`src/rtl/crc_engine.sv`:
```
// crc_engine: parametrised, frame-aware CRC generator/checker.
// It processes one beat of DATA_W/8 bytes per clock under a valid/ready handshake.
// It strobes the finished CRC for one cycle after the last beat of each frame.
// Optional macro CRC_ENGINE_CHECK_EN adds i_exp_crc / o_crc_ok for receive-side checking.
module crc_engine #(
  parameter int unsigned CRC_W  = 12,
  parameter logic [31:0] POLY   = 32'h80F,
  parameter logic [31:0] INIT   = 32'h0,
  parameter logic [31:0] XOROUT = 32'h0,
  parameter int unsigned DATA_W = 8,
  parameter bit          REFIN  = 1'b0,
  parameter bit          REFOUT = 1'b0
) (
  input  logic              i_clk,
  input  logic              i_rst,
  input  logic              i_s_valid,
  output logic              o_s_ready,
  input  logic [DATA_W-1:0] i_s_data,
  input  logic              i_s_last,
`ifdef CRC_ENGINE_CHECK_EN
  input  logic [CRC_W-1:0]  i_exp_crc,
  output logic              o_crc_ok,
`endif
  output logic              o_crc_valid,
  output logic [CRC_W-1:0]  o_crc,
  output logic              o_busy
);

  localparam int unsigned      NBytes = DATA_W / 8;
  localparam logic [CRC_W-1:0] PolyW  = POLY[CRC_W-1:0];
  localparam logic [CRC_W-1:0] InitW  = INIT[CRC_W-1:0];
  localparam logic [CRC_W-1:0] XorW   = XOROUT[CRC_W-1:0];

  typedef enum logic [1:0] {StIdle, StRun, StDone} state_e;

  state_e           r_state, w_state_next;
  logic [CRC_W-1:0] r_crc, r_crc_out;
  logic [CRC_W-1:0] w_crc_start, w_crc_next, w_crc_fin;
  logic             w_accept;

  // One byte, MSB first; each data bit enters at the register MSB, so CRC_W < 8 also works.
  function automatic logic [CRC_W-1:0] crc_byte(input logic [CRC_W-1:0] c_in,
                                                input logic [7:0]       b_in);
    logic [CRC_W-1:0] c;
    logic [7:0]       b;
    logic             fb;
    c = c_in;
    for (int i = 0; i < 8; i++) b[i] = REFIN ? b_in[7-i] : b_in[i];
    for (int i = 7; i >= 0; i--) begin
      fb = c[CRC_W-1] ^ b[i];
      c  = c << 1;
      if (fb) c = c ^ PolyW;
    end
    return c;
  endfunction

  // Output transform: optional full-register reversal, then XOROUT.
  function automatic logic [CRC_W-1:0] crc_final(input logic [CRC_W-1:0] c_in);
    logic [CRC_W-1:0] c;
    for (int i = 0; i < CRC_W; i++) c[i] = REFOUT ? c_in[CRC_W-1-i] : c_in[i];
    return c ^ XorW;
  endfunction

  // Unrolled per-beat update; the first beat of a frame always starts from INIT.
  always_comb begin
    w_crc_start = (r_state == StIdle) ? InitW : r_crc;
    w_crc_next  = w_crc_start;
    for (int k = 0; k < NBytes; k++) w_crc_next = crc_byte(w_crc_next, i_s_data[8*k +: 8]);
    w_crc_fin   = crc_final(w_crc_next);
  end

  // Next-state logic and state-decoded outputs.
  always_comb begin
    w_state_next = r_state;
    o_s_ready    = (r_state != StDone);
    o_busy       = (r_state == StRun);
    o_crc_valid  = (r_state == StDone);
    w_accept     = i_s_valid && o_s_ready;
    case (r_state)
      StIdle, StRun: if (w_accept) w_state_next = i_s_last ? StDone : StRun;
      StDone:        w_state_next = StIdle;
      default:       w_state_next = StIdle;
    endcase
  end

  // State, running CRC register and held output value.
  always_ff @(posedge i_clk) begin
    if (i_rst) begin
      r_state   <= StIdle;
      r_crc     <= InitW;
      r_crc_out <= '0;
    end else begin
      r_state <= w_state_next;
      if (r_state == StDone) begin
        r_crc <= InitW;
      end else if (w_accept) begin
        r_crc <= w_crc_next;
        if (i_s_last) r_crc_out <= w_crc_fin;
      end
    end
  end

  assign o_crc = r_crc_out;

`ifdef CRC_ENGINE_CHECK_EN
  logic r_ok;

  // Compare against the expected CRC sampled with the last beat; only shown during the strobe.
  always_ff @(posedge i_clk) begin
    if (i_rst) begin
      r_ok <= 1'b0;
    end else if (w_accept && i_s_last) begin
      r_ok <= (w_crc_fin == i_exp_crc);
    end
  end

  assign o_crc_ok = r_ok && o_crc_valid;
`endif

endmodule

```
`config.mk`:
```
export PLATFORM = sky130hd
export DESIGN_NAME = crc_engine
export DESIGN_NICKNAME = d
export VERILOG_FILES = /design/src/rtl/crc_engine.sv
export SDC_FILE = /design/constraint.sdc
export NUM_CORES = 1
export LEC_CHECK = 0
export ABC_AREA = 1
export CAP_MARGIN = 25
export CORE_UTILIZATION = 52
export CTS_CLUSTER_DIAMETER = 120
export DETAILED_ROUTE_END_ITERATION = 7
export GPL_TIMING_DRIVEN = 1
export PLACE_DENSITY = 0.79
export SETUP_SLACK_MARGIN = 0.4
export SYNTH_ARGS = -nofsm -noshare
export SYNTH_HDL_FRONTEND = slang
export SYNTH_SLANG_ARGS = --single-unit
```
`constraint.sdc`:
```
create_clock -name i_clk -period 1.95 [get_ports i_clk]
set_input_delay 0.39 -clock i_clk [delete_from_list [all_inputs] [get_ports i_clk]]
set_output_delay 0.39 -clock i_clk [all_outputs]
set_load 0.05 [all_outputs]
```
==> impl_results.md <==
- DR vias/cell: 5.89
- Peak VDD IR: 0.787 mV
- Startpoint types: flip-flop
- # rows: 19
- Peak Freq: 0.477 GHz
- Post-layout minimum cycle time: 2.10 ns
- Leakage: 0.00128 uW
- Register bit total from synthesis: 26
- Failing checks: negative setup slack
- Tcrit/Tclk final: 108%
- Number of enable flip-flop cells after synthesis: 0
- Initial core utilization: 55.7%
- Grt ovf: 0
- Syn Inst Count: 215
- Adder-Cell Fraction of Synth Area: 0%
- Die Span Y: 56.6 um
- Power Density: 720 nW/um^2
- Overall routing resource usage: 31.4%
- Crit Path Class: flip-flop to flip-flop
- Final worst slack: -0.147 ns
- Reg clk slew, reported paths: 0.17 ns
- Worst relative slew slack: 76.1%
- Port Buffers: 26
- Worst path arrival time: 2.37 ns
- Worst-Margin Slew: 0.359 ns
- Post-Route WL: 6.01 mm
- Max Slew Vio Count: 0
- XOR/XNOR share of the synthesized area: 8.47%
- # IOs: 27
- Clock tree buffer depth: 2
- RSZ-0062 raised after global routing: yes
- Antenna-violating nets left: 0
- Synth cell types: 25
- Avg Cell Area, Syn: 7.21 sq um
- Vias after detailed routing: 1807
- Core area: 2780 sq um
- Hold Vio Cnt, Final: 0
- Root buf cell: clkbuf_4
- Placer Congestion: 0.827
- Die area: 3200 sq um
- YS warnings: 0
- Worst-skew pair later-pin latency: 0.35 ns
- Largest net degree at the start of global routing: 20
- Sink Count: 26
- H-tree lvl count: 1
- Multiplexer share of the synthesized area: 0%
- 1st-pass router iterations: 5
- CTS tree: built
- Asr flop ratio synth: 0%
- Maximum fanout along the worst path: 4
- Critical Path Sink Type: flip-flop
- WL/cell: 19.6 um
- Diodes inserted: 0
- DR iter-0 viols: 136
- Worst path required time: 2.23 ns
- Initial antenna violation count: 0
- TritonCTS buffer count: 3
- Placed Area: 2010 sq um
- Hold crit path type: flip-flop to flip-flop
- Final Setup Violations: 9
- Area added between synthesis and finish: 66.2%
- Clock Skew: 0.00489 ns
- DRC viols: 0
- Compound-gate portion of the synthesized area: 15.4%
- Max_cap viols: 0
- Vias in the first global route: 1683
- Synthesized Nets: 227
- DIE WIDTH: 56.6 um
- Hold buffer count at CTS: 0
- Status: complete, but fails checks
- Main combinational cell family by area after synthesis: simple AND/OR/NAND/NOR gates
- Share of layout cells above drive strength 1: 46.4%
- Post-DP HPWL: 2.74 mm
- Design area: 2580 sq um
- Synthesized cell area: 1550 sq um
- Simple-gate share of the synthesized area: 29.9%
- Pwr Total: 1850 uW
- First-pass GRT wire length: 7.64 mm
- Seq/Total Area, Yosys: 33.6%
- Nets: 289
- Ys flop type: dfxtp_1
critical path, cell delays in order, from the launching register on:
cell and delay [ns]:
dfxtp_4 0.42, inv_4 0.05, nand2_4 0.10, buf_12 0.13, nand3b_4 0.08, nand2_4 0.12
inv_2 0.07, nand2_2 0.10, nand3_4 0.12, nand2_4 0.10, nand2_4 0.06, nand2_4 0.09
nand2_8 0.08, nand2_8 0.12, nand2_4 0.08, nand3_4 0.10, nand3_2 0.08, nand2_1 0.08
inv_1 0.04
path summary, 6_finish.rpt:
path,start,end,slack (ns),depth (start not counted)
setup reg to reg,r_state[0]$_SDFFE_PP0P_,r_crc[2]$_SDFFE_PP0P_,-0.15,18
hold / removal,r_state[1]$_SDFFE_PP0P_,r_state[1]$_SDFFE_PP0P_,0.48,1
setup / recovery,r_state[0]$_SDFFE_PP0P_,r_crc[2]$_SDFFE_PP0P_,-0.15,18
hold reg to reg,r_state[1]$_SDFFE_PP0P_,r_state[1]$_SDFFE_PP0P_,0.48,1
registers in the layout, indices dropped and copies added (netlist names):
name and flops:
o_crc 12, r_crc 12, r_state 2
cells in the final DEF, fill, tap and decap left out, types with 5 or more instances in the layout:
cell type and count:
o21bai_1 5, nor2_1 12, o21ai_0 12, o21ai_1 8, inv_1 33, nand3_4 9
clkdlybuf4s50_1 9, nand2_4 16, a21oi_1 10, xor2_1 5, inv_2 5, buf_6 6
nand2_2 11, buf_4 30, dfxtp_1 24, clkdlybuf4s15_2 12, nand3_2 12, nand2_1 18
report_power, final:
| part | internal [uW] | switching, uW | total, uW |
|---|---|---|---|
| clock | 157 | 199 | 356 |
| sequential | 581 | 43.8 | 625 |
| combinational | 337 | 536 | 873 |
Yosys cell counts (3+ instances only):
| cell type | n | share of area, % |
|---|---|---|
| inv_2 | 3 | 0.73 |
| nand2_2 | 17 | 6.9 |
| nand3_1 | 20 | 6.5 |
| inv_1 | 38 | 9.2 |
| nor2_1 | 15 | 3.6 |
| xor2_1 | 7 | 4.0 |
| o21ai_0 | 21 | 6.8 |
| nand2_4 | 4 | 2.9 |
| nand2_1 | 27 | 6.5 |
| nand3_2 | 3 | 1.9 |
| dfxtp_1 | 26 | 34 |
| a21oi_1 | 10 | 3.2 |
| o211ai_1 | 3 | 1.5 |
| o21bai_1 | 5 | 2.4 |
| xnor2_1 | 3 | 1.7 |
metal layers:
layer | GRT usage (%) | routed length [um] | vias up
met4 | 17.4 | 395 | 0
met2 | 56.0 | 2850 | 137
li1 | - | - | 795
met3 | 6.22 | 562 | 42
met1 | 34.4 | 2190 | 833
met5 | 0 | 0 | -
repair_timing:
action	CTS	global route
pin swaps	15	16
resized for setup	72	54
endpoints found under the setup margin	28	24
buffers inserted	11	5
area by class of cell:
| cell class | instances | area [sq um] |
|---|---|---|
| inverter | 42 | 178 |
| sequential | 26 | 528 |
| multi-input combinational | 142 | 1190 |
| timing repair buffer | 62 | 594 |
| clock buffer | 4 | 47.5 |
| tap | 31 | 38.8 |
| fill | 96 | 205 |
kinds of logic (layout without fill, tap and decap cells):
group / after synthesis / after routing
AND/OR/NAND/NOR: 88 / 88
buffers and inverters: 47 / 108
AO/OA/AOI/OAI: 42 / 42
flip-flops: 26 / 26
XOR/XNOR: 12 / 12
through the flow:
| stage | setup WS [ns] | util (%) | TNS [ns] | hold slack (ns) | instances |
|---|---|---|---|---|---|
| 2_1_floorplan | 0.214 | - | 0 | 0.439 | 215 |
| 6_report | -0.147 | 92.6 | -0.828 | 0.483 | 307 |
| 5_1_grt | -0.203 | 92.6 | -1.48 | 0.503 | 307 |
| 3_3_place_gp | -0.253 | 72.3 | -2.09 | 0.451 | 287 |
| 4_1_cts | 0.0704 | 83.4 | 0 | 0.483 | 302 |
| 3_5_place_dp | -0.306 | 72.3 | -2.51 | 0.454 | 287 |
Note: power is estimated with default switching activity, not from simulation.
